File: src/rtl/soc_step_ctrl.sv
// Button-driven reset / clock-enable sequencer for Soc_Mips: single-step, free-run, run-N-then-halt.
// Define SOC_STEP_DEBOUNCE_EN to insert the per-button debounce filter behind the synchronizers.
module soc_step_ctrl #(
  parameter int DEBOUNCE_CYCLES = 16,
  parameter int RST_HOLD        = 4,
  parameter int CNT_W           = 16
) (
  input  logic             clk,
  input  logic             rst,
  input  logic             btn_step,
  input  logic             btn_run,
  input  logic             btn_reset,
  input  logic [CNT_W-1:0] run_limit,
  output logic             cpu_rst,
  output logic             cpu_ce,
  output logic             running,
  output logic             halted,
  output logic [CNT_W-1:0] cycle_count
);

  localparam logic [2:0] S_RESET = 3'd0;
  localparam logic [2:0] S_IDLE  = 3'd1;
  localparam logic [2:0] S_STEP  = 3'd2;
  localparam logic [2:0] S_RUN   = 3'd3;
  localparam logic [2:0] S_HALT  = 3'd4;

  localparam int HOLD_W = (RST_HOLD > 1) ? $clog2(RST_HOLD) : 1;
  localparam logic [HOLD_W-1:0] HOLD_LAST = HOLD_W'(RST_HOLD - 1);

  if (DEBOUNCE_CYCLES < 1 || RST_HOLD < 1) begin : g_bad_params
    $error("soc_step_ctrl: DEBOUNCE_CYCLES and RST_HOLD must be at least 1");
  end

  // Buttons are handled as a 3-bit vector: bit 0 step, bit 1 run, bit 2 reset.
  logic [2:0] raw;
  logic [2:0] sync1;
  logic [2:0] sync2;
  logic [2:0] level;
  logic [2:0] level_d;
  logic [2:0] press;

  assign raw = {btn_reset, btn_run, btn_step};

  always_ff @(posedge clk or posedge rst) begin
    if (rst) begin
      sync1 <= '0;
      sync2 <= '0;
    end else begin
      sync1 <= raw;
      sync2 <= sync1;
    end
  end

`ifdef SOC_STEP_DEBOUNCE_EN
  localparam int DB_W = (DEBOUNCE_CYCLES > 1) ? $clog2(DEBOUNCE_CYCLES) : 1;
  localparam logic [DB_W-1:0] DB_LAST = DB_W'(DEBOUNCE_CYCLES - 1);

  logic [DB_W-1:0] db_cnt [3];
  logic [2:0]      accepted;

  // A new level is taken only after DEBOUNCE_CYCLES consecutive samples that disagree
  // with the accepted one; any sample agreeing with it restarts the count.
  always_ff @(posedge clk or posedge rst) begin
    if (rst) begin
      accepted <= '0;
      for (int i = 0; i < 3; i++) db_cnt[i] <= '0;
    end else begin
      for (int i = 0; i < 3; i++) begin
        if (sync2[i] == accepted[i]) begin
          db_cnt[i] <= '0;
        end else if (db_cnt[i] == DB_LAST) begin
          accepted[i] <= sync2[i];
          db_cnt[i]   <= '0;
        end else begin
          db_cnt[i] <= db_cnt[i] + 1'b1;
        end
      end
    end
  end

  assign level = accepted;
`else
  assign level = sync2;
`endif

  always_ff @(posedge clk or posedge rst) begin
    if (rst) begin
      level_d <= '0;
      press   <= '0;
    end else begin
      level_d <= level;
      press   <= level & ~level_d;
    end
  end

  // Priority: reset over run over step; losing presses are simply dropped.
  logic p_rst;
  logic p_run;
  logic p_step;

  assign p_rst  = press[2];
  assign p_run  = press[1] & ~press[2];
  assign p_step = press[0] & ~press[1] & ~press[2];

  logic [2:0]        state;
  logic [2:0]        state_nx;
  logic [HOLD_W-1:0] hold;
  logic [HOLD_W-1:0] hold_nx;
  logic [CNT_W-1:0]  count_inc;
  logic              limit_on;
  logic              at_limit;
  logic              inc_at_limit;

  assign count_inc    = (&cycle_count) ? cycle_count : cycle_count + 1'b1;
  assign limit_on     = (run_limit != '0);
  assign at_limit     = limit_on && (cycle_count >= run_limit);
  assign inc_at_limit = limit_on && (count_inc >= run_limit);

  always_comb begin
    state_nx = state;
    hold_nx  = hold;
    if (p_rst) begin
      state_nx = S_RESET;
      hold_nx  = '0;
    end else begin
      case (state)
        S_RESET: begin
          if (hold == HOLD_LAST) state_nx = S_IDLE;
          else                   hold_nx  = hold + 1'b1;
        end
        S_IDLE: begin
          if (p_run)       state_nx = at_limit ? S_HALT : S_RUN;
          else if (p_step) state_nx = S_STEP;
        end
        S_STEP: state_nx = S_IDLE;
        S_RUN: begin
          // The pulse of this cycle is already issued; leave once it reaches the limit.
          if (p_run)             state_nx = S_IDLE;
          else if (inc_at_limit) state_nx = S_HALT;
        end
        S_HALT: ;
        default: begin
          state_nx = S_RESET;
          hold_nx  = '0;
        end
      endcase
    end
  end

  // Outputs are decoded from the next state so every port comes straight from a flop.
  always_ff @(posedge clk or posedge rst) begin
    if (rst) begin
      state       <= S_RESET;
      hold        <= '0;
      cpu_rst     <= 1'b1;
      cpu_ce      <= 1'b0;
      running     <= 1'b0;
      halted      <= 1'b0;
      cycle_count <= '0;
    end else begin
      state   <= state_nx;
      hold    <= hold_nx;
      cpu_rst <= (state_nx == S_RESET);
      cpu_ce  <= (state_nx == S_STEP) || (state_nx == S_RUN);
      running <= (state_nx == S_RUN);
      halted  <= (state_nx == S_HALT);
      if (state_nx == S_RESET) cycle_count <= '0;
      else if (cpu_ce)         cycle_count <= count_inc;
    end
  end

endmodule

File: config.mk
export PLATFORM = sky130hd
export DESIGN_NAME = soc_step_ctrl
export DESIGN_NICKNAME = d
export VERILOG_FILES = /design/src/rtl/soc_step_ctrl.sv
export SDC_FILE = /design/constraint.sdc
export NUM_CORES = 1
export LEC_CHECK = 0
export BUFFER_PORTS_ARGS = -buffer_cell sky130_fd_sc_hd__buf_4
export CORE_ASPECT_RATIO = 0.7
export CORE_MARGIN = 2
export CORE_UTILIZATION = 53
export DETAILED_ROUTE_END_ITERATION = 6
export PLACE_DENSITY = 0.75
export SLEW_MARGIN = 10
export SYNTH_ARGS = -nofsm -noshare
export SYNTH_HDL_FRONTEND = slang
export SYNTH_SLANG_ARGS = --single-unit
export TNS_END_PERCENT = 30
File: constraint.sdc
create_clock -name clk -period 3.85 [get_ports clk]
set_input_delay 0.77 -clock clk [delete_from_list [all_inputs] [get_ports clk]]
set_output_delay 0.77 -clock clk [all_outputs]
set_load 0.05 [all_outputs]
==> results by stage <==
Run status:
- The run finished with clean final reports.

Clocking:
- The count of clock tree sinks is 37.
- The tree is rooted in a sky130_fd_sc_hd__clkbuf_8.
- Buffers inserted to repair hold after CTS numbered 0.
- The clock transition at the registers of the reported paths is 80 ps.
- The clock tree from TritonCTS is built.
- The worst-case clock buffer depth is 2.
- The TritonCTS buffer count is 5.
- The latest clock arrival within the worst-skew pair is 290 ps.
- The H-tree was split into 2 levels.

STA:
- The count of final max-slew check failures is 0.
- For the pin with the worst max-slew slack, the measured transition is 442.2 ps.
- The period utilization is 94.09%.
- The post-route setup TNS is 0 ps.
- The worst path in the final design needs a cycle of 3623 ps, including I/O delays and setup.
- The total of endpoints with negative setup slack in the final report is 0.
- The worst-case hold slack is 350.6 ps.
- Timing would allow up to 0.2760 GHz.
- The final number of hold-violating endpoints was 0.
- The worst setup skew after layout is 8.811 ps.
- The worst pin sits at a relative slew slack of 69.76%.

Global route:
- For this run, the total global-route usage over all layers was measured as 24.41%.
- The first global-routing pass estimated 11130 microns of wire.
- The largest net degree at the start of global routing is 38.
- The initial antenna violation count is 0.
- The total grt overflow is 0.
- The via count of the first global-routing pass is 2214.

Floorplanning:
- The floorplan step defined a die boundary enclosing 5778 sq um.
- The die is 90 microns wide.
- The y dimension of the die is 64.20 microns.
- Once the floorplan was initialized, standard cells occupied 56.14% of the core.
- The core outline area is 4887 sq um.
- Pin placement for this block handled 41 I/O pins.
- Row generation in the floorplan step produced 21 rows.

Critical path:
- For the worst flop-to-flop path, the logic depth is 15.
- The critical path in this run is classified as reg2reg.
- Setup slack on the worst reg-to-reg path comes out at 230 ps.
- The cell with the largest stage delay on the worst path is sky130_fd_sc_hd__dfrtp_2.
- Data on the critical path arrives at its endpoint at 3840 ps.
- The total number of cells along the worst setup path is 15.
- The cell family with the largest share of critical-path delay is simple AND/OR/NAND/NOR gates.
- In this design, the stage delay of the slowest critical-path cell is 450 ps.
- The most critical setup path has its endpoint at cycle_count[1]$_DFFE_PP0P_.
- Tracing the worst setup path back leads to its startpoint at cycle_count[2]$_DFFE_PP0P_.
- The worst setup path is launched from a register.
- The worst setup path is captured at a register.
- Along the worst path, the maximum fanout reaches 9.
- The endpoint identified for the worst register-to-register timing path is cycle_count[1]$_DFFE_PP0P_.
- The number of buffers and inverters on the critical path is 2.
- The signal on the critical path passes through and4_4 > and4_1 > nand2_1 > nor3_2 > nand3_1 > mux2_2 > ha_1 > nand4_1 > or3_1 > or3b_1 > nand3_2 > a211oi_4 > buf_12 > buf_4 > nor2_1.
- For the worst setup path, the data required time is 4070 ps.
- In this run the critical register-to-register path is launched from cycle_count[2]$_DFFE_PP0P_.

Route:
- The routed design has 6695 microns of wire.
- In the routed design, unresolved DRC markers number 0.
- The first TritonRoute pass finished after 4 iterations.
- In the final routed layout, each cell accounts on average for 16.02 microns.
- The first-iteration detailed-routing DRC count is 185.
- Dividing the detail-routed via count by the number of cells gives 5.672.
- The routed design uses 2780 microns of met2 wire.
- In the detailed route, the total length drawn on met3 is 462 microns.
- The highest metal layer carrying signal wires in the routed design is met4.
- The remaining antenna violation count is 0.
- The detailed router put a total of 3408 microns of wire on met1.
- The total number of vias is 2371.

Synthesis:
- The Yosys warning count is 0.
- The async set-reset flop share out of synthesis is 100.0%.
- In the synthesized netlist, the number of instances is 296.
- Summing every instance area after synthesis gives 2744 sq um.
- The net count after synthesis is 351.
- The count of flip-flops with a built-in enable after synthesis is 0.
- Yosys mapped the design onto 59 distinct sky130hd cell types.
- The synthesized design contains 37 register bits.
- In the synthesized netlist the dominant register cell turns out to be sky130_fd_sc_hd__dfrtp_1.
- A synthesized cell averages 9.270 sq um.
- Of the synthesized area, sequential elements account for 33.79%.

Placed design:
- In this run the cell area measured after placement is 3171 sq um.
- The number of port buffers is 40.
- The HPWL after detailed placement is 5408 microns.
- Including well taps, the total number of placed cells is 408.
- At the end of routability-driven placement, the weighted congestion stood at 0.8721.

Finish:
- In the final layout, the share of cells above drive strength 1 is 25.21%.
- The final cell area excluding filler cells is 3293 sq um.
- In the final design database the tool counted 403 nets.
- The count of placed standard cells in the final layout, fillers left out is 418.
- The antenna diode count is 0.
- The area growth from synthesis to layout is 20.02%.

Pwr:
- The worst ir drop on vdd is 320.2 uV.
- Power spread over the standard cell area amounts to 318.9 nW/um^2.
- For this design the static power due to leakage is 1.616 nW.

Hold path:
- The class of the worst hold path is reg2reg.
- The startpoint identified for the worst hold timing path is sync1[2]$_DFF_PP0_.
- The worst hold path was traced through 0 stages.

Run:
- The number of violations of the max-capacitance limit is 0.
-- cell type report --
class / instances / area (sq um)
clock buffers: 6 / 72.57
multi-input cells: 227 / 1677
well taps: 69 / 86.33
inverters: 22 / 82.58
flip-flops and latches: 37 / 934.6
repair buffers: 55 / 425.4
clock inverters: 2 / 15.01
fillers: 424 / 1594
-- through the flow --
step                      utilization, %  setup slack (ps)  total power [mW]
after CTS                          66.67             100.1             1.020
after global placement             64.87             215.3            0.7457
after detailed placement           64.87             125.3            0.7513
after floorplan                        -             33.86            0.6646
after global routing               67.38            -6.100             1.110
final                              67.38             227.4             1.050
-- metal layers --
| metal | up-vias | track usage [%] |
|---|---|---|
| met4 | 0 | 4.615 |
| met3 | 4 | 4.481 |
| met2 | 79 | 34.96 |
| li1 | 1161 | - |
| met1 | 1127 | 38.32 |
| met5 | - | 0 |
-- what timing repair did --
item / 4_1_cts / 5_1_grt
gates resized for setup: 0 / 2
buffers inserted: 0 / 2
endpoints found under the setup margin: 0 / 15
-- report_power, final --
part           switching (mW)  internal, mW  total, mW
Sequential             0.0277         0.423      0.451
Combinational           0.185         0.144      0.328
Clock                   0.143         0.128      0.271
Total                   0.355         0.695       1.05
-- Yosys cell counts (4+ instances only) --
cell,n,area [sq um]
sky130_fd_sc_hd__mux2i_1,4,40.04
sky130_fd_sc_hd__or3_1,4,25.02
sky130_fd_sc_hd__o31ai_1,4,30.03
sky130_fd_sc_hd__clkbuf_1,5,18.77
sky130_fd_sc_hd__a21o_1,4,30.03
sky130_fd_sc_hd__ha_1,34,425.4
sky130_fd_sc_hd__nand3_1,14,70.07
sky130_fd_sc_hd__nand4_1,11,68.82
sky130_fd_sc_hd__nand2_1,17,63.81
sky130_fd_sc_hd__nand2b_1,5,31.28
sky130_fd_sc_hd__xor2_1,9,78.83
sky130_fd_sc_hd__nor2b_1,4,25.02
sky130_fd_sc_hd__nor2_1,31,116.4
sky130_fd_sc_hd__xnor2_1,12,105.1
sky130_fd_sc_hd__and3_1,4,25.02
sky130_fd_sc_hd__inv_1,22,82.58
sky130_fd_sc_hd__o21ai_0,5,25.02
sky130_fd_sc_hd__dfrtp_1,36,900.9
sky130_fd_sc_hd__a21oi_1,13,65.06
sky130_fd_sc_hd__nor4_1,4,25.02
-- worst register-to-register path: stages (launching register included) --
cell,delay (ps)
sky130_fd_sc_hd__dfrtp_2,450
sky130_fd_sc_hd__and4_4,280
sky130_fd_sc_hd__and4_1,240
sky130_fd_sc_hd__nand2_1,130
sky130_fd_sc_hd__nor3_2,190
sky130_fd_sc_hd__nand3_1,110
sky130_fd_sc_hd__mux2_2,300
sky130_fd_sc_hd__ha_1,320
sky130_fd_sc_hd__nand4_1,160
sky130_fd_sc_hd__or3_1,390
sky130_fd_sc_hd__or3b_1,400
sky130_fd_sc_hd__nand3_2,120
sky130_fd_sc_hd__a211oi_4,50
sky130_fd_sc_hd__buf_12,160
sky130_fd_sc_hd__buf_4,150
sky130_fd_sc_hd__nor2_1,110
-- kinds of logic after synthesis --
logic type	Yosys count	share of synthesized area (%)
AOI/OAI and AO/OA	51	13.68
muxes	7	2.690
and+or+nand+nor	114	22.25
DFF	37	33.79
buffers and inverters	32	5.381
adders and majority gates	34	15.50
xor gates and xnor gates	21	6.703
-- layout by cell type (no fill, tap or decap), types with 2 or more instances in the layout --
cell	count
sky130_fd_sc_hd__a21o_1	4
sky130_fd_sc_hd__a21oi_1	13
sky130_fd_sc_hd__a311oi_1	2
sky130_fd_sc_hd__a31oi_1	3
sky130_fd_sc_hd__and3_1	4
sky130_fd_sc_hd__and4_1	2
sky130_fd_sc_hd__buf_4	54
sky130_fd_sc_hd__clkbuf_8	5
sky130_fd_sc_hd__clkinvlp_4	2
sky130_fd_sc_hd__dfrtp_1	30
sky130_fd_sc_hd__dfrtp_2	6
sky130_fd_sc_hd__ha_1	34
sky130_fd_sc_hd__inv_1	22
sky130_fd_sc_hd__mux2_2	3
sky130_fd_sc_hd__mux2i_1	4
sky130_fd_sc_hd__nand2_1	17
sky130_fd_sc_hd__nand2b_1	5
sky130_fd_sc_hd__nand3_1	14
sky130_fd_sc_hd__nand4_1	11
sky130_fd_sc_hd__nor2_1	30
sky130_fd_sc_hd__nor2_2	4
sky130_fd_sc_hd__nor2b_1	4
sky130_fd_sc_hd__nor3_1	2
sky130_fd_sc_hd__nor3_2	2
sky130_fd_sc_hd__nor4_1	4
sky130_fd_sc_hd__o21a_1	3
sky130_fd_sc_hd__o21ai_0	5
sky130_fd_sc_hd__o22ai_1	2
sky130_fd_sc_hd__o31ai_1	4
sky130_fd_sc_hd__or3_1	4
sky130_fd_sc_hd__xnor2_1	12
sky130_fd_sc_hd__xor2_1	9
-- state kept, by name, summed over array words and instances, names as in the netlist --
| name | count |
|---|---|
| running | 1 |
| cycle_count | 16 |
| halted | 1 |
| level | 3 |
| press | 3 |
| cpu_rst | 1 |
| cpu_ce | 1 |
| hold | 2 |
| sync1 | 3 |
| level_d | 3 |
| state | 3 |
-- worst min path at each step --
| stage | to | slack (ps) |
|---|---|---|
| 4_1_cts | level[2]$_DFF_PP0_ | 350 |
| 5_1_grt | level[2]$_DFF_PP0_ | 360 |
| 6_report | level[2]$_DFF_PP0_ | 350 |
| 3_3_place_gp | level[2]$_DFF_PP0_ | 330 |
| 3_5_place_dp | level[2]$_DFF_PP0_ | 340 |
| 2_1_floorplan | level[0]$_DFF_PP0_ | 330 |
Note: power is estimated with default switching activity, not from simulation.
